## src/rtl/lc3_pkg.sv

```systemverilog
// Shared types and constants for the LC-3 register file slice.
// Holds the bus width, the destination/SR1 select encodings, the fixed
// subroutine/stack register indices and the condition-code reset value.
package lc3_pkg;

  localparam int DATA_W = 16;

  typedef enum logic [1:0] {
    DR_IR11_9 = 2'b00,
    DR_R7     = 2'b01,
    DR_R6     = 2'b10,
    DR_RSVD   = 2'b11
  } drmux_e;

  typedef enum logic [1:0] {
    SR1_IR11_9 = 2'b00,
    SR1_IR8_6  = 2'b01,
    SR1_R6     = 2'b10,
    SR1_RSVD   = 2'b11
  } sr1mux_e;

  localparam logic [2:0] R6_IDX = 3'd6;
  localparam logic [2:0] R7_IDX = 3'd7;

  // {n,z,p} after reset: Z set
  localparam logic [2:0] CC_RST_DEF = 3'b010;

endpackage

```

## src/rtl/lc3_cc_logic.sv

```systemverilog
// Condition-code (NZP) and branch-enable (BEN) registers for the LC-3.
// BEN is always evaluated against the NZP value held before the edge, so a
// simultaneous CC load never feeds into the branch decision of the same edge.
module lc3_cc_logic
  import lc3_pkg::*;
#(
  parameter int         DW     = DATA_W,
  parameter logic [2:0] CC_RST = CC_RST_DEF
) (
  input  logic          clk,
  input  logic          rst_n,
  input  logic [DW-1:0] data_bus,
  input  logic [2:0]    ir_11_9,
  input  logic          ld_cc,
  input  logic          ld_ben,
  output logic          n,
  output logic          z,
  output logic          p,
  output logic          ben
);

  logic [2:0] nzp_q, nzp_d;
  logic       ben_q, ben_d;
  logic       bus_zero;

  assign bus_zero = (data_bus == '0);

  // Next-state for the flags: classify the bus word as negative/zero/positive
  always_comb begin
    nzp_d = nzp_q;
    ben_d = ben_q;
    if (ld_cc) begin
      nzp_d[2] = data_bus[DW-1];
      nzp_d[1] = bus_zero;
      nzp_d[0] = !data_bus[DW-1] && !bus_zero;
    end
    if (ld_ben) begin
      ben_d = (ir_11_9[2] & nzp_q[2]) |
              (ir_11_9[1] & nzp_q[1]) |
              (ir_11_9[0] & nzp_q[0]);
    end
  end

  // Flag registers with asynchronous reset to the configured CC value
  always_ff @(posedge clk or negedge rst_n) begin
    if (!rst_n) begin
      nzp_q <= CC_RST;
      ben_q <= 1'b0;
    end else begin
      nzp_q <= nzp_d;
      ben_q <= ben_d;
    end
  end

  assign n   = nzp_q[2];
  assign z   = nzp_q[1];
  assign p   = nzp_q[0];
  assign ben = ben_q;

endmodule

```

## src/rtl/lc3_regfile.sv

```systemverilog
// LC-3 architectural register file R0-R7 with NZP/BEN state.
// Reads are purely combinational from the stored array (no bus bypass), so a
// write becomes visible only after the edge that performs it.
// Optional third read port for debug is enabled by defining LC3_REG_DBG_EN.
module lc3_regfile
  import lc3_pkg::*;
#(
  parameter int         DATA_W = lc3_pkg::DATA_W,
  parameter logic [2:0] CC_RST = CC_RST_DEF
) (
  input  logic              clk,
  input  logic              rst_n,
  input  logic [15:0]       ir,
  input  logic [DATA_W-1:0] data_bus,
  input  logic              ld_reg,
  input  logic [1:0]        drmux,
  input  logic [1:0]        sr1mux,
  input  logic              ld_cc,
  input  logic              ld_ben,
  output logic [DATA_W-1:0] sr1out,
  output logic [DATA_W-1:0] sr2out,
  output logic              n,
  output logic              z,
  output logic              p,
  output logic              ben
`ifdef LC3_REG_DBG_EN
  ,
  input  logic [2:0]        dbg_sel,
  output logic [DATA_W-1:0] dbg_data
`else
  // architectural interface only
`endif
);

  logic [DATA_W-1:0] regs_q [8];
  logic [DATA_W-1:0] regs_d [8];
  logic [2:0]        dr_idx;
  logic              dr_en;
  logic [2:0]        sr1_idx;
  logic              unused_ir;

  // Opcode and immediate bits are decoded elsewhere in the datapath
  assign unused_ir = ^{ir[15:12], ir[5:3]};

  // Destination decode; the reserved code turns the write off entirely
  always_comb begin
    dr_idx = ir[11:9];
    dr_en  = 1'b1;
    case (drmux_e'(drmux))
      DR_IR11_9: dr_idx = ir[11:9];
      DR_R7:     dr_idx = R7_IDX;
      DR_R6:     dr_idx = R6_IDX;
      default: begin
        dr_idx = ir[11:9];
        dr_en  = 1'b0;
      end
    endcase
  end

  // SR1 decode; the reserved code aliases the ir[11:9] selection
  always_comb begin
    sr1_idx = ir[11:9];
    case (sr1mux_e'(sr1mux))
      SR1_IR8_6: sr1_idx = ir[8:6];
      SR1_R6:    sr1_idx = R6_IDX;
      default:   sr1_idx = ir[11:9];
    endcase
  end

  // Next array contents: only the decoded destination takes the bus word
  always_comb begin
    regs_d = regs_q;
    if (ld_reg && dr_en) begin
      regs_d[dr_idx] = data_bus;
    end
  end

  // Register array with asynchronous clear
  always_ff @(posedge clk or negedge rst_n) begin
    if (!rst_n) begin
      for (int i = 0; i < 8; i++) begin
        regs_q[i] <= '0;
      end
    end else begin
      regs_q <= regs_d;
    end
  end

  assign sr1out = regs_q[sr1_idx];
  assign sr2out = regs_q[ir[2:0]];

`ifdef LC3_REG_DBG_EN
  assign dbg_data = regs_q[dbg_sel];
`else
`endif

  lc3_cc_logic #(
    .DW     (DATA_W),
    .CC_RST (CC_RST)
  ) u_cc (
    .clk      (clk),
    .rst_n    (rst_n),
    .data_bus (data_bus),
    .ir_11_9  (ir[11:9]),
    .ld_cc    (ld_cc),
    .ld_ben   (ld_ben),
    .n        (n),
    .z        (z),
    .p        (p),
    .ben      (ben)
  );

endmodule

```

## config.mk

```make
export PLATFORM = sky130hd
export DESIGN_NAME = lc3_regfile
export DESIGN_NICKNAME = d
export VERILOG_FILES = /design/src/rtl/lc3_pkg.sv /design/src/rtl/lc3_cc_logic.sv /design/src/rtl/lc3_regfile.sv
export SDC_FILE = /design/constraint.sdc
export NUM_CORES = 1
export LEC_CHECK = 0
export BUFFER_PORTS_ARGS = -buffer_cell sky130_fd_sc_hd__buf_2
export CORE_MARGIN = 2
export CORE_UTILIZATION = 50
export CTS_CLUSTER_SIZE = 12
export DETAILED_ROUTE_END_ITERATION = 16
export PLACE_DENSITY_LB_ADDON = 0.2
export SKIP_LAST_GASP = 1
export SLEW_MARGIN = 20
export SYNTH_ARGS = -nofsm -noshare
export SYNTH_HDL_FRONTEND = slang
export SYNTH_SLANG_ARGS = --single-unit
```

## constraint.sdc

```tcl
create_clock -name clk -period 2.97 [get_ports clk]
set_input_delay 0.297 -clock clk [delete_from_list [all_inputs] [get_ports clk]]
set_output_delay 0.297 -clock clk [all_outputs]
set_load 0.02 [all_outputs]
```

## Yosys cells after proc, flatten, opt, wreduce, memory -nomap -nowiden

Cells that the tools add are included.

| word-level totals | value |
|---|---|
| logic and storage cells | 46 |
| output and inout port bits | 36 |
| flip-flop bits (word level) | 132 |
| bits of input ports | 41 |

| cells by class | value |
|---|---|
| reduce and logical (&&, ||, !) cells | 8 |
| $lt $le $gt $ge | 4 |
| multiplexer cells | 12 |
| eq/ne operators | 4 |
| bitwise operators | 8 |

Operators by type and width:

| kind | number |
|---|---|
| bitwise mux 128 bit | 1 |
| binary-select mux 16 bit (select 3 bit) | 2 |
| two-way mux 16 bit | 5 |
| demux 16 bit (select 3 bit) | 1 |
| zero test 16 bit | 1 |
| greater-or-equal comparator 4 bit, second input constant | 3 |
| inverter 3 -> 4 bit | 3 |
| case mux 3 bit (2 select lines) | 2 |
| equality test 2 x 1 -> 1 bit, second input constant | 2 |
| equality test 2 bit, second input constant | 2 |
| less-than comparator 4 x 1 -> 1 bit, second input constant | 1 |
| AND 1 bit | 3 |
| logical AND 1 bit | 3 |
| OR reduction 3 bit | 1 |
| zero test 1 bit | 2 |
| zero test 2 bit | 1 |
| OR 1 bit | 2 |
| two-way mux 1 bit | 1 |

## Logic depth before layout (Yosys ltp)

Gate-level depths: netlist of run 1.

| depth | value |
|---|---|
| depth after elaboration | 8 |
| mapped depth | 10 |

## Hierarchy

From an unflattened synthesis of run 1, not the netlist that was laid out.

| unflattened totals | value |
|---|---|
| cell total of the unflattened synthesis | 620 |
| area, all modules | 7657.3 um2 |

Modules (own cells, without submodules):

| module | sequential area each (um2) | area an instance (um2) | cells each | instances |
|---|---|---|---|---|
| lc3_regfile | 3203.1 | 7455.9 | 602 | 1 |
| lc3_cc_logic | 101.3 | 201.4 | 18 | 1 |

## Least setup slack after synthesis of run 1

No wires, ideal clock.

| timing path | value |
|---|---|
| path kind | input to output |
| start | input port sr1mux[0] |
| end | output port sr1out[10] |
| path slack | 710 ps |
| required time | 2673 ps |
| arrival | 1963 ps |
| stages | 9 |
| cell sequence | inv_1 > ha_1 > buf_2 > a211oi_2 > buf_2 > buf_2 > o32a_1 > a32oi_1 > mux2_2 |

| between the ends | value |
|---|---|
| cells in the longest elaborated chain, start to end | 6 |
| elaborated cells on any way between the ends | 7 |
| classes of those cells | eq/ne: 2; mux: 4; bitwise: 1 |

RTL lines:

| element | line | text |
|---|---|---|
| from (decl) | lc3_regfile.sv:17 | `input logic [1:0] sr1mux,` |
| equality test 2 bit or equality test 2 x 1 -> 1 bit (tied branches) | lc3_regfile.sv:63 | `case (sr1mux_e'(sr1mux))` |
| case mux 3 bit (2 select lines) * | lc3_regfile.sv:63 |  |
| inverter 3 -> 4 bit (not written as such) * | lc3_regfile.sv:89 | `assign sr1out = regs_q[sr1_idx];` |
| binary-select mux 16 bit (select 3 bit) * | lc3_regfile.sv:89 |  |
| two-way mux 16 bit (not written as such) * (2 in a row) | lc3_regfile.sv:89 |  |
| to (decl) | lc3_regfile.sv:20 | `output logic [DATA_W-1:0] sr1out,` |

Mark *: on every way between the ends. The rest lies on a longest branch, timed or not. The select of a mux whose other input is x is not followed.

## Final worst setup path of run 1

| timing path | value |
|---|---|
| start | input port sr1mux[0] |
| end | output port sr1out[14] |

Same word-level chain as after synthesis.

==> impl_summary.txt, run 1 <==
----------------------------------------------------
[Floorplanning]
  X dimension of the die ... 128 um
  Number of rows in the core area ... 45
  Die Outline Area ... 0.0163 mm^2
  Core Region ... 0.0151 mm^2
  Top Ports ... 77
  Vert. Die Dim ... 128 um
  Effective utilization at floorplan ... 0.508

[Placement]
  Placed wire-length estimate after detailed placement ... 12000 um
  Quantity of I/O buffers inserted on ports ... 69
  Last weighted congestion value of the routability-driven placer ... 0.818

[Timing]
  Part of the cycle the worst path needs ... 0.899
  Setup tns final ... 0 ns
  Final-report hold violation count ... 0
  Worst slew pin tran ... 0.570 ns
  Setup violations, final ... 0
  Time the worst path needs with I/O delays and setup ... 2.67 ns
  Worst slew margin ... 0.620
  Worst setup skew after layout ... 0.000679 ns
  RSZ-0062 raised after global routing ... false
  Top achievable clock speed ... 0.375 GHz
  Max-slew violation count ... 0

[Clocking]
  Number of CTS-inserted buffers ... 17
  Post-cts gate resize count ... 0
  Sink count of the clock tree ... 132
  TritonCTS clock tree ... built
  Buffers inserted by post-CTS timing repair ... 0
  Clock root buffer ... sky130_fd_sc_hd__clkbuf_16
  Clk_lat worst skew ... 0.42 ns
  Clock H-tree levels ... 4
  Clock Path Buffers ... 2
  Clock-pin slew of the registers on the worst-case setup and hold paths ... 0.05 ns

[Setup path]
  Startpoint types ... primary input
  Worst Setup Path Type ... primary input to output pin
  Maximum fanout count along the critical path ... 33
  Worst reg2reg path depth ... 2
  Arrival time of data at the critical path endpoint ... 2.37 ns
  CP Capture Type ... output pin
  Required time worst endpoint ... 2.67 ns

[Detailed routing]
  DR vias ... 5789
  Number of nets with antenna violations after detailed routing ... 0
  First-pass detailed-route iteration total ... 5
  DRC violation count after routing ... 0
  Overall routed net length ... 20700 um
  Drt first-iter violations ... 497
  Routed length per instance ... 23.8 um
  Via density per instance ... 6.65

[GRT]
  Largest net degree at the start of global routing ... 97
  Antenna violations before repair ... 0
  Leftover overflow at the end of global routing ... 0
  Number of global-route vias before repair ... 5913
  All-Layer GR Usage ... 0.264
  Wire length of the first global-routing pass ... 32700 um

[Layout]
  Post-layout net count ... 717
  Synthesis-to-layout area growth ... 15.3%
  Number of diodes added for antenna fixing ... 0
  Share of post-route cells with drive strength above 1 ... 0.479
  Final core utilization ... 0.586
  Fillcell total ... 1235

[Yosys]
  Number of synthesized flops with an enable pin ... 0
  Dominant cell type by area after synthesis ... sky130_fd_sc_hd__dfrtp_1
  Post-synthesis sequential area ratio ... 0.431
  Cell count after synthesis ... 621
  Most common cell in the netlist ... sky130_fd_sc_hd__mux2_2
  Syn Std Cell Area ... 0.00766 mm^2
  Number of synthesized register bits ... 132
  Asr flop ratio synth ... 1.00
  Proportion of netlist area held by the largest area contributor ... 0.428
  Number of distinct library cells after synthesis ... 32
  Top post-synthesis cells by area ... sky130_fd_sc_hd__dfrtp_1 (43%), sky130_fd_sc_hd__mux2_2 (22%), sky130_fd_sc_hd__mux4_2 (9.4%)
  Number of warnings printed during yosys synthesis ... 0
  Total nets after synthesis ... 666
  Leading cell types by count after synthesis ... sky130_fd_sc_hd__mux2_2 (153), sky130_fd_sc_hd__dfrtp_1 (131), sky130_fd_sc_hd__o21ai_0 (64), sky130_fd_sc_hd__clkbuf_1 (41), sky130_fd_sc_hd__inv_1 (35)
  Synthesized area divided by synthesized cell count ... 12.3 um^2
  Prevailing post-synth register cell ... sky130_fd_sc_hd__dfrtp_1

[Hold path]
  Hold WC Path Type ... primary input to flop
  Worst hold stages ... 2

[Pwr]
  Worst supply voltage drop on vdd ... 415 uV
  Power density of the placed cells ... 763 mW/mm^2
  Reported leakage power ... 3.73 nW

[Flow run]
  Total of max-cap violations ... 0

[Outcome]
  Outcome ... finished, final reports clean

----------------------------------------------------
## final cells by class
class,instances,area [um^2],share of cell area
multi-input combinational,393,4000,0.453
sequential,132,3300,0.374
timing repair buffer,93,631,0.0714
clock buffer,23,478,0.0541
tap,188,235,0.0266
inverter,35,131,0.0149
clock inverter,6,55.1,0.00623
## what timing repair did
item	4_1_cts	5_1_grt
hold buffers	1	0
endpoints found under the hold margin	39	0
setup endpoints to repair	0	0
## power by group
part | internal, mW | leakage [nW] | switching, mW | total (mW)
sequential | 2.33 | 1.62 | 0.390 | 2.72
combinational | 1.13 | 1.84 | 0.956 | 2.08
clock | 1.19 | 0.268 | 0.739 | 1.93
total | 4.65 | 3.73 | 2.08 | 6.74
## critical path: stages
cell	delay (ns)
sky130_fd_sc_hd__buf_2	0.09
sky130_fd_sc_hd__inv_1	0.04
sky130_fd_sc_hd__ha_1	0.51
sky130_fd_sc_hd__nor2b_2	0.26
sky130_fd_sc_hd__buf_12	0.25
sky130_fd_sc_hd__nor2_2	0.06
sky130_fd_sc_hd__buf_4	0.23
sky130_fd_sc_hd__a32oi_1	0.25
sky130_fd_sc_hd__mux2_2	0.21
sky130_fd_sc_hd__buf_2	0.16
## sequential cells by signal (all words and copies together), names as in the netlist
name / count
u_cc.nzp_q: 3
u_cc.ben: 1
regs_q: 128
## per-layer routing
metal	share of wire	up-vias	track usage
met5	0	-	0
met4	0.033	0	0.123
met3	0.063	55	0.0538
met2	0.47	276	0.405
met1	0.43	2972	0.364
li1	-	2486	-
## metrics by stage
| stage | std cells | cell area [um^2] | hold WS, ns | power (mW) | worst slack [ns] |
|---|---|---|---|---|---|
| after global placement | 840 | 8290 | 0.310 | 4.71 | 0.402 |
| after detailed placement | 840 | 8290 | 0.323 | 4.80 | 0.372 |
| after CTS | 870 | 8840 | 0.0368 | 6.75 | 0.340 |
| after floorplan | 621 | 7660 | 0.00141 | 4.19 | 0.710 |
| after global routing | 870 | 8840 | 0.0640 | 7.06 | 0.207 |
| final | 870 | 8840 | 0.0531 | 6.74 | 0.300 |
## placed cells by master (no fill, tap or decap), types with 2 or more instances in the layout
master	instances
sky130_fd_sc_hd__clkbuf_1	3
sky130_fd_sc_hd__inv_1	35
sky130_fd_sc_hd__nor2_1	2
sky130_fd_sc_hd__o32a_1	32
sky130_fd_sc_hd__nand2b_1	2
sky130_fd_sc_hd__nand3b_1	2
sky130_fd_sc_hd__nand2_1	3
sky130_fd_sc_hd__o21ai_0	64
sky130_fd_sc_hd__mux2_2	153
sky130_fd_sc_hd__buf_2	68
sky130_fd_sc_hd__clkbuf_16	17
sky130_fd_sc_hd__mux2_4	10
sky130_fd_sc_hd__clkbuf_8	3
sky130_fd_sc_hd__mux4_2	32
sky130_fd_sc_hd__a211oi_4	2
sky130_fd_sc_hd__a32oi_1	32
sky130_fd_sc_hd__buf_12	8
sky130_fd_sc_hd__nor4_1	4
sky130_fd_sc_hd__nand3_1	32
sky130_fd_sc_hd__nor2_2	7
sky130_fd_sc_hd__clkinv_2	5
sky130_fd_sc_hd__buf_4	16
sky130_fd_sc_hd__dfrtp_1	131
sky130_fd_sc_hd__ha_1	4
## worst paths after layout
check | endpoint | start | slack (ns)
min in group asynchronous | regs_q[18] | rst_n | 0.40
hold / removal | u_cc.ben | ld_ben | 0.05
max in group asynchronous | regs_q[124] | rst_n | 1.59
hold reg to reg | u_cc.ben | u_cc.ben | 0.52
setup reg to reg | u_cc.ben | u_cc.nzp_q[2] | 1.99
setup / recovery | sr1out[14] | sr1mux[0] | 0.30
## logic make-up (layout without fill, tap and decap cells)
logic type                 count (synthesis)  after routing  synth area share
AOI/OAI and AO/OA                        135            135             0.128
DFF                                      132            132             0.431
muxes                                    196            196             0.340
adders and majority gates                  4              4           0.00653
and+or+nand+nor                           58             58            0.0426
buffers and inverters                     96            157            0.0518
(Power assumes the default switching activity.)
==> inputs of run 2 (changes only) <==
Settings changed: PLACE_DENSITY set to 0.69, PLACE_DENSITY_LB_ADDON 0.2 to unset.
==> run 2 against run 1 <==
Compared with the run above:
- combinational power about the same
- sequential power about the same
- worst setup slack improved by 0.0075 ns
- highest routed layer unchanged
==> impl_summary.txt, run 2 (synthesis results as in run 1) <==
----------------------------------------------------
[Outcome]
  Outcome ... finished, final reports clean

[Flow run]
  Total of max-cap violations ... 0 (unchanged)

[Layout]
  Commonest cells after routing, fill and taps aside ... sky130_fd_sc_hd__mux2_2 (153), sky130_fd_sc_hd__dfrtp_1 (131), sky130_fd_sc_hd__buf_2 (68)
  Final design instance area without fill ... 0.00897 mm^2 (+1.5%)
  Number of diodes added for antenna fixing ... 0 (unchanged)
  Post-layout net count ... 718 (+0.14%)
  Synthesis-to-layout area growth ... 17.1%
  Share of post-route cells with drive strength above 1 ... 0.483 (+0.00304)
  Register containing the most flip-flops in the final layout ... regs_q
  Leading cell type in the layout, fill and taps excluded ... sky130_fd_sc_hd__mux2_2
  Max FFs per register ... 128 (unchanged)

[Detailed routing]
  Via density per instance ... 6.61 (-0.68%)
  Drt first-iter violations ... 481 (-3.2%)
  Number of nets with antenna violations after detailed routing ... 0 (unchanged)
  Routed length per instance ... 23.9 um (+0.68%)
  First-pass detailed-route iteration total ... 5 (unchanged)
  Overall routed net length ... 20900 um (+1.1%)
  DRC violation count after routing ... 0 (unchanged)
  DR vias ... 5776 (-0.22%)

[Timing]
  RSZ-0062 raised after global routing ... false
  Setup violations, final ... 0 (unchanged)
  Setup tns final ... 0 ns (unchanged)
  Max-slew violation count ... 0 (unchanged)
  Top achievable clock speed ... 0.376 GHz (+0.28%)
  Worst setup skew after layout ... 0.00249 ns (+0.00181 ns)
  Final-report hold violation count ... 0 (unchanged)
  Worst slew margin ... 0.607 (-0.0125)
  Worst slew pin tran ... 0.589 ns (+0.0187 ns)
  Part of the cycle the worst path needs ... 0.896 (-0.00252)
  Time the worst path needs with I/O delays and setup ... 2.66 ns (-0.00750 ns)

[GRT]
  Largest net degree at the start of global routing ... 97 (unchanged)
  Leftover overflow at the end of global routing ... 0 (unchanged)
  Antenna violations before repair ... 0 (unchanged)
  All-Layer GR Usage ... 0.265 (+0.00120)
  Wire length of the first global-routing pass ... 32700 um (about the same)
  Number of global-route vias before repair ... 5948 (+0.59%)

[Pwr]
  Worst supply voltage drop on vdd ... 474 uV (+14%)
  Power density of the placed cells ... 807 mW/mm^2 (+5.8%)
  Reported leakage power ... 3.80 nW (+1.8%)

[Setup path]
  Critical path capture point ... sr1out[8]
  Arrival time of data at the critical path endpoint ... 2.37 ns (about the same)
  Critical path origin ... sr1mux[0]
  Cell type with the highest occurrence count on the critical path ... sky130_fd_sc_hd__buf_2
  Cell with the largest stage delay on the worst path ... sky130_fd_sc_hd__ha_1
  Required time worst endpoint ... 2.67 ns (about the same)
  Capture point of the worst reg-to-reg path ... u_cc.ben
  Delay of the slowest cell on the worst path ... 0.43 ns (-0.08 ns)
  Worst Setup Path Type ... primary input to output pin
  Setup slack on the worst flop-to-flop path ... 2.01 ns (+0.02 ns)
  Critical path cell sequence ... buf_2, inv_1, ha_1, a211oi_4, buf_12, o21ai_0, a32oi_1, mux2_2, buf_2
  Worst reg2reg path depth ... 2 (unchanged)
  Start of the worst register-to-register path ... u_cc.nzp_q[2]
  Maximum fanout count along the critical path ... 96 (+190%)
  CP Capture Type ... output pin
  Startpoint types ... primary input

[Placement]
  Last weighted congestion value of the routability-driven placer ... 0.822 (+0.39%)
  Quantity of I/O buffers inserted on ports ... 69 (unchanged)
  Placed wire-length estimate after detailed placement ... 11900 um (-1.1%)
  Instance area after placement ... 0.00828 mm^2 (-0.15%)

[Hold path]
  Hold WC Path Type ... primary input to flop

[Clocking]
  Clock Path Buffers ... 2 (unchanged)
  TritonCTS clock tree ... built
  Post-cts gate resize count ... 0 (unchanged)
  Number of CTS-inserted buffers ... 17 (unchanged)
  Clk_lat worst skew ... 0.42 ns (about the same)
  Buffers inserted by post-CTS timing repair ... 0 (unchanged)
  Clock-pin slew of the registers on the worst-case setup and hold paths ... 0.06 ns (about the same)
  Sink count of the clock tree ... 132 (unchanged)
  Clock H-tree levels ... 4 (unchanged)
  Clock root buffer ... sky130_fd_sc_hd__clkbuf_16

[Floorplanning]
  Vert. Die Dim ... 128 um (unchanged)
  Die Outline Area ... 0.0163 mm^2 (unchanged)
  X dimension of the die ... 128 um (unchanged)
  Core Region ... 0.0151 mm^2 (unchanged)
  Effective utilization at floorplan ... 0.508 (unchanged)
  Top Ports ... 77 (unchanged)
  Number of rows in the core area ... 45 (unchanged)

----------------------------------------------------
==> run 2: metal layers <==
layer / routed length, um / track usage / up-vias
met1: 8900 / 0.365 / 2969
met3: 1380 / 0.0505 / 60
li1: - / - / 2491
met5: 0 / 0 / -
met4: 726 / 0.145 / 0
met2: 9900 / 0.400 / 256
==> run 2: critical path, delay by kind of cell <==
kind | cells | cell delay [ns]
muxes | 1 | 0.21
AOI/OAI and AO/OA | 3 | 0.72
adders and majority gates | 1 | 0.43
buffers and inverters | 4 | 0.68
==> run 2: how the worst min path moves through the flow <==
stage,start,to,slack [ns],cells after the start
after floorplan,rst_n,regs_q[0],0.001,0
after global placement,rst_n,u_cc.ben,0.33,1
after detailed placement,rst_n,u_cc.ben,0.34,1
after CTS,ld_ben,u_cc.ben,0.04,2
after global routing,ld_ben,u_cc.ben,0.07,2
final,ld_ben,u_cc.ben,0.05,2
==> run 2: where the power goes <==
| part | internal [mW] | total, mW | switching, mW |
|---|---|---|---|
| Combinational | 1.13 | 2.10 | 0.974 |
| Sequential | 2.33 | 2.73 | 0.395 |
| Clock | 1.62 | 2.41 | 0.797 |
==> run 2: final cells by class <==
class / instances / area, um^2
fill: 1180 / 6120
multi-input combinational: 393 / 3990
sequential: 132 / 3300
timing repair buffer: 94 / 626
clock buffer: 19 / 453
tap: 188 / 235
clock inverter: 13 / 229
inverter: 35 / 131
==> run 2: timing repair <==
action,in CTS,in global routing
endpoints found under the setup margin,0,0
hold buffers,1,0
hold endpoints to repair,41,0
==> run 2: per-stage QoR <==
step           utilization  setup slack, ns  hold slack, ns  instances  power [mW]
4_1_cts              0.595            0.354          0.0422        874        7.25
5_1_grt              0.595            0.208          0.0673        874        7.56
2_1_floorplan            -            0.710         0.00141        621        4.19
6_report             0.595            0.308          0.0528        874        7.24
3_3_place_gp         0.549            0.401           0.332        841        4.70
3_5_place_dp         0.549            0.377           0.337        841        4.81
==> inputs of run 3 (changes only) <==
Clock period 2.97 ns to 3.2 ns, I/O delays scaled along.
==> run 3 against run 2 <==
Compared with the run above:
- the flow now finishes with violations (negative hold slack)
- critical path depth shrank 2
- global-route usage grew 0.089 points
- power decreased by 14%
- first-iteration DRC count up 41%
- register-to-register slack gained 0.22 ns
- clock power decreased by 27%
- non-clock buffer count did not move
- sequential share of layout area grew 0.78 points
- combinational power down 8%
- highest routed layer unchanged
==> impl_summary.txt, run 3 (synthesis results as in run 1) <==
----------------------------------------------------
[Layout]
  Fillcell total ... 1226 (+3.9%)
  Number of diodes added for antenna fixing ... 0 (unchanged)
  Post-layout net count ... 718 (unchanged)
  Number of standard cells in the layout, taps in and fillers out ... 873 (-0.11%)
  Register containing the most flip-flops in the final layout ... regs_q
  Final core utilization ... 0.582 (-0.0123)
  Share of post-route cells with drive strength above 1 ... 0.476 (-0.00659)
  Synthesis-to-layout area growth ... 14.7%
  Leading cell type in the layout, fill and taps excluded ... sky130_fd_sc_hd__mux2_2
  Commonest cells after routing, fill and taps aside ... sky130_fd_sc_hd__mux2_2 (153), sky130_fd_sc_hd__dfrtp_1 (131), sky130_fd_sc_hd__buf_2 (68)
  Max FFs per register ... 128 (unchanged)
  Final design instance area without fill ... 0.00879 mm^2 (-2.1%)

[Hold path]
  Hold WC Path Type ... primary input to asynchronous set/reset pin

[Timing]
  Final-report hold violation count ... 12 (+12)
  Worst slew margin ... 0.359 (-0.249)
  Top achievable clock speed ... 0.353 GHz
  Worst setup margin ... 0.368 ns (+0.0599 ns)
  Part of the cycle the worst path needs ... 0.885
  Worst slew pin tran ... 0.962 ns (+0.373 ns)
  Time the worst path needs with I/O delays and setup ... 2.83 ns
  Setup violations, final ... 0 (unchanged)
  Max-slew violation count ... 0 (unchanged)
  Setup tns final ... 0 ns (unchanged)
  Worst hold slack ... -0.0274 ns (-0.0802 ns)
  RSZ-0062 raised after global routing ... false
  Worst setup skew after layout ... 0.000891 ns (-0.00160 ns)

[Floorplanning]
  X dimension of the die ... 128 um (unchanged)
  Effective utilization at floorplan ... 0.508 (unchanged)
  Core Region ... 0.0151 mm^2 (unchanged)
  Vert. Die Dim ... 128 um (unchanged)
  Die Outline Area ... 0.0163 mm^2 (unchanged)
  Top Ports ... 77 (unchanged)
  Number of rows in the core area ... 45 (unchanged)

[Detailed routing]
  First-pass detailed-route iteration total ... 5 (unchanged)
  Via density per instance ... 6.70 (+1.3%)
  Number of nets with antenna violations after detailed routing ... 0 (unchanged)
  Overall routed net length ... 20900 um (+0.16%)
  DRC violation count after routing ... 0 (unchanged)
  Drt first-iter violations ... 676 (+41%)
  Routed length per instance ... 24.0 um (+0.27%)
  DR vias ... 5845 (+1.2%)

[GRT]
  All-Layer GR Usage ... 0.266 (+0.000888)
  Leftover overflow at the end of global routing ... 0 (unchanged)
  Wire length of the first global-routing pass ... 33100 um (+1.3%)
  Antenna violations before repair ... 0 (unchanged)
  Largest net degree at the start of global routing ... 97 (unchanged)
  Number of global-route vias before repair ... 6058 (+1.8%)

[Clocking]
  TritonCTS clock tree ... built
  Post-cts gate resize count ... 0 (unchanged)
  Number of CTS-inserted buffers ... 17 (unchanged)
  Clock H-tree levels ... 4 (unchanged)
  Clock Path Buffers ... 2 (unchanged)
  Sink count of the clock tree ... 132 (unchanged)
  Buffers inserted by post-CTS timing repair ... 0 (unchanged)
  Clock-pin slew of the registers on the worst-case setup and hold paths ... 0.05 ns (about the same)
  Clock root buffer ... sky130_fd_sc_hd__clkbuf_16
  Clk_lat worst skew ... 0.42 ns (about the same)
  Cts hold-fix bufs ... 0 (-1)

[Pwr]
  Total power consumption of the routed design ... 6.23 mW (-14%)
  Worst supply voltage drop on vdd ... 374 uV (-21%)
  Reported leakage power ... 3.72 nW (-2.0%)
  Power density of the placed cells ... 709 mW/mm^2 (-12%)

[Placement]
  Placed wire-length estimate after detailed placement ... 12300 um (+3.5%)
  Instance area after placement ... 0.00826 mm^2 (-0.21%)
  Quantity of I/O buffers inserted on ports ... 69 (unchanged)
  Dpl ws ... 0.401 ns (+0.0235 ns)
  Number of cells after detailed placement ... 842 (+0.12%)
  Last weighted congestion value of the routability-driven placer ... 0.825 (+0.46%)

[Outcome]
  Violations in the final reports ... negative hold slack
  Outcome ... finished, violations left

[Setup path]
  Worst Setup Path Type ... primary input to output pin
  CP Capture Type ... output pin
  Startpoint types ... primary input
  Worst reg2reg path depth ... 2 (unchanged)
  Arrival time of data at the critical path endpoint ... 2.51 ns (+0.14 ns)
  Maximum fanout count along the critical path ... 12 (-88%)
  Required time worst endpoint ... 2.88 ns (+0.21 ns)

[Flow run]
  Total of max-cap violations ... 0 (unchanged)

----------------------------------------------------
==> run 3: where the power goes <==
group | internal [mW] | switching, mW
combinational | 1.04 | 0.899
clock | 1.06 | 0.691
sequential | 2.16 | 0.377
==> run 3: worst paths after layout <==
path	from	end	slack, ns
min in group clk	ld_ben	u_cc.ben	0.08
setup reg to reg	u_cc.nzp_q[2]	u_cc.ben	2.23
hold / removal	rst_n	u_cc.ben	-0.03
max in group asynchronous	rst_n	regs_q[32]	2.42
hold reg to reg	regs_q[65]	regs_q[65]	0.53
setup / recovery	sr1mux[0]	sr1out[12]	0.37
==> run 3: critical path, stage by stage <==
cell                      delay, ns
sky130_fd_sc_hd__buf_2         0.09
sky130_fd_sc_hd__inv_1         0.04
sky130_fd_sc_hd__ha_1          0.43
sky130_fd_sc_hd__o21ai_2       0.82
sky130_fd_sc_hd__buf_4         0.30
sky130_fd_sc_hd__mux2_2        0.35
sky130_fd_sc_hd__buf_2         0.16
==> run 3: routing by layer <==
| metal | track usage | routed length [um] |
|---|---|---|
| met5 | 0 | 0 |
| met3 | 0.0422 | 1190 |
| met4 | 0.142 | 723 |
| met1 | 0.358 | 8950 |
| met2 | 0.418 | 10100 |
==> run 3: area by class of cell <==
| cell class | count | area, um^2 | share of cell area |
|---|---|---|---|
| Clock buffer | 26 | 499 | 0.0568 |
| Clock inverter | 5 | 25.0 | 0.00285 |
| Inverter | 35 | 131 | 0.0150 |
| Multi-Input combinational cell | 393 | 3990 | 0.455 |
| Sequential cell | 132 | 3300 | 0.376 |
| Tap cell | 188 | 235 | 0.0268 |
| Timing Repair Buffer | 94 | 598 | 0.0681 |
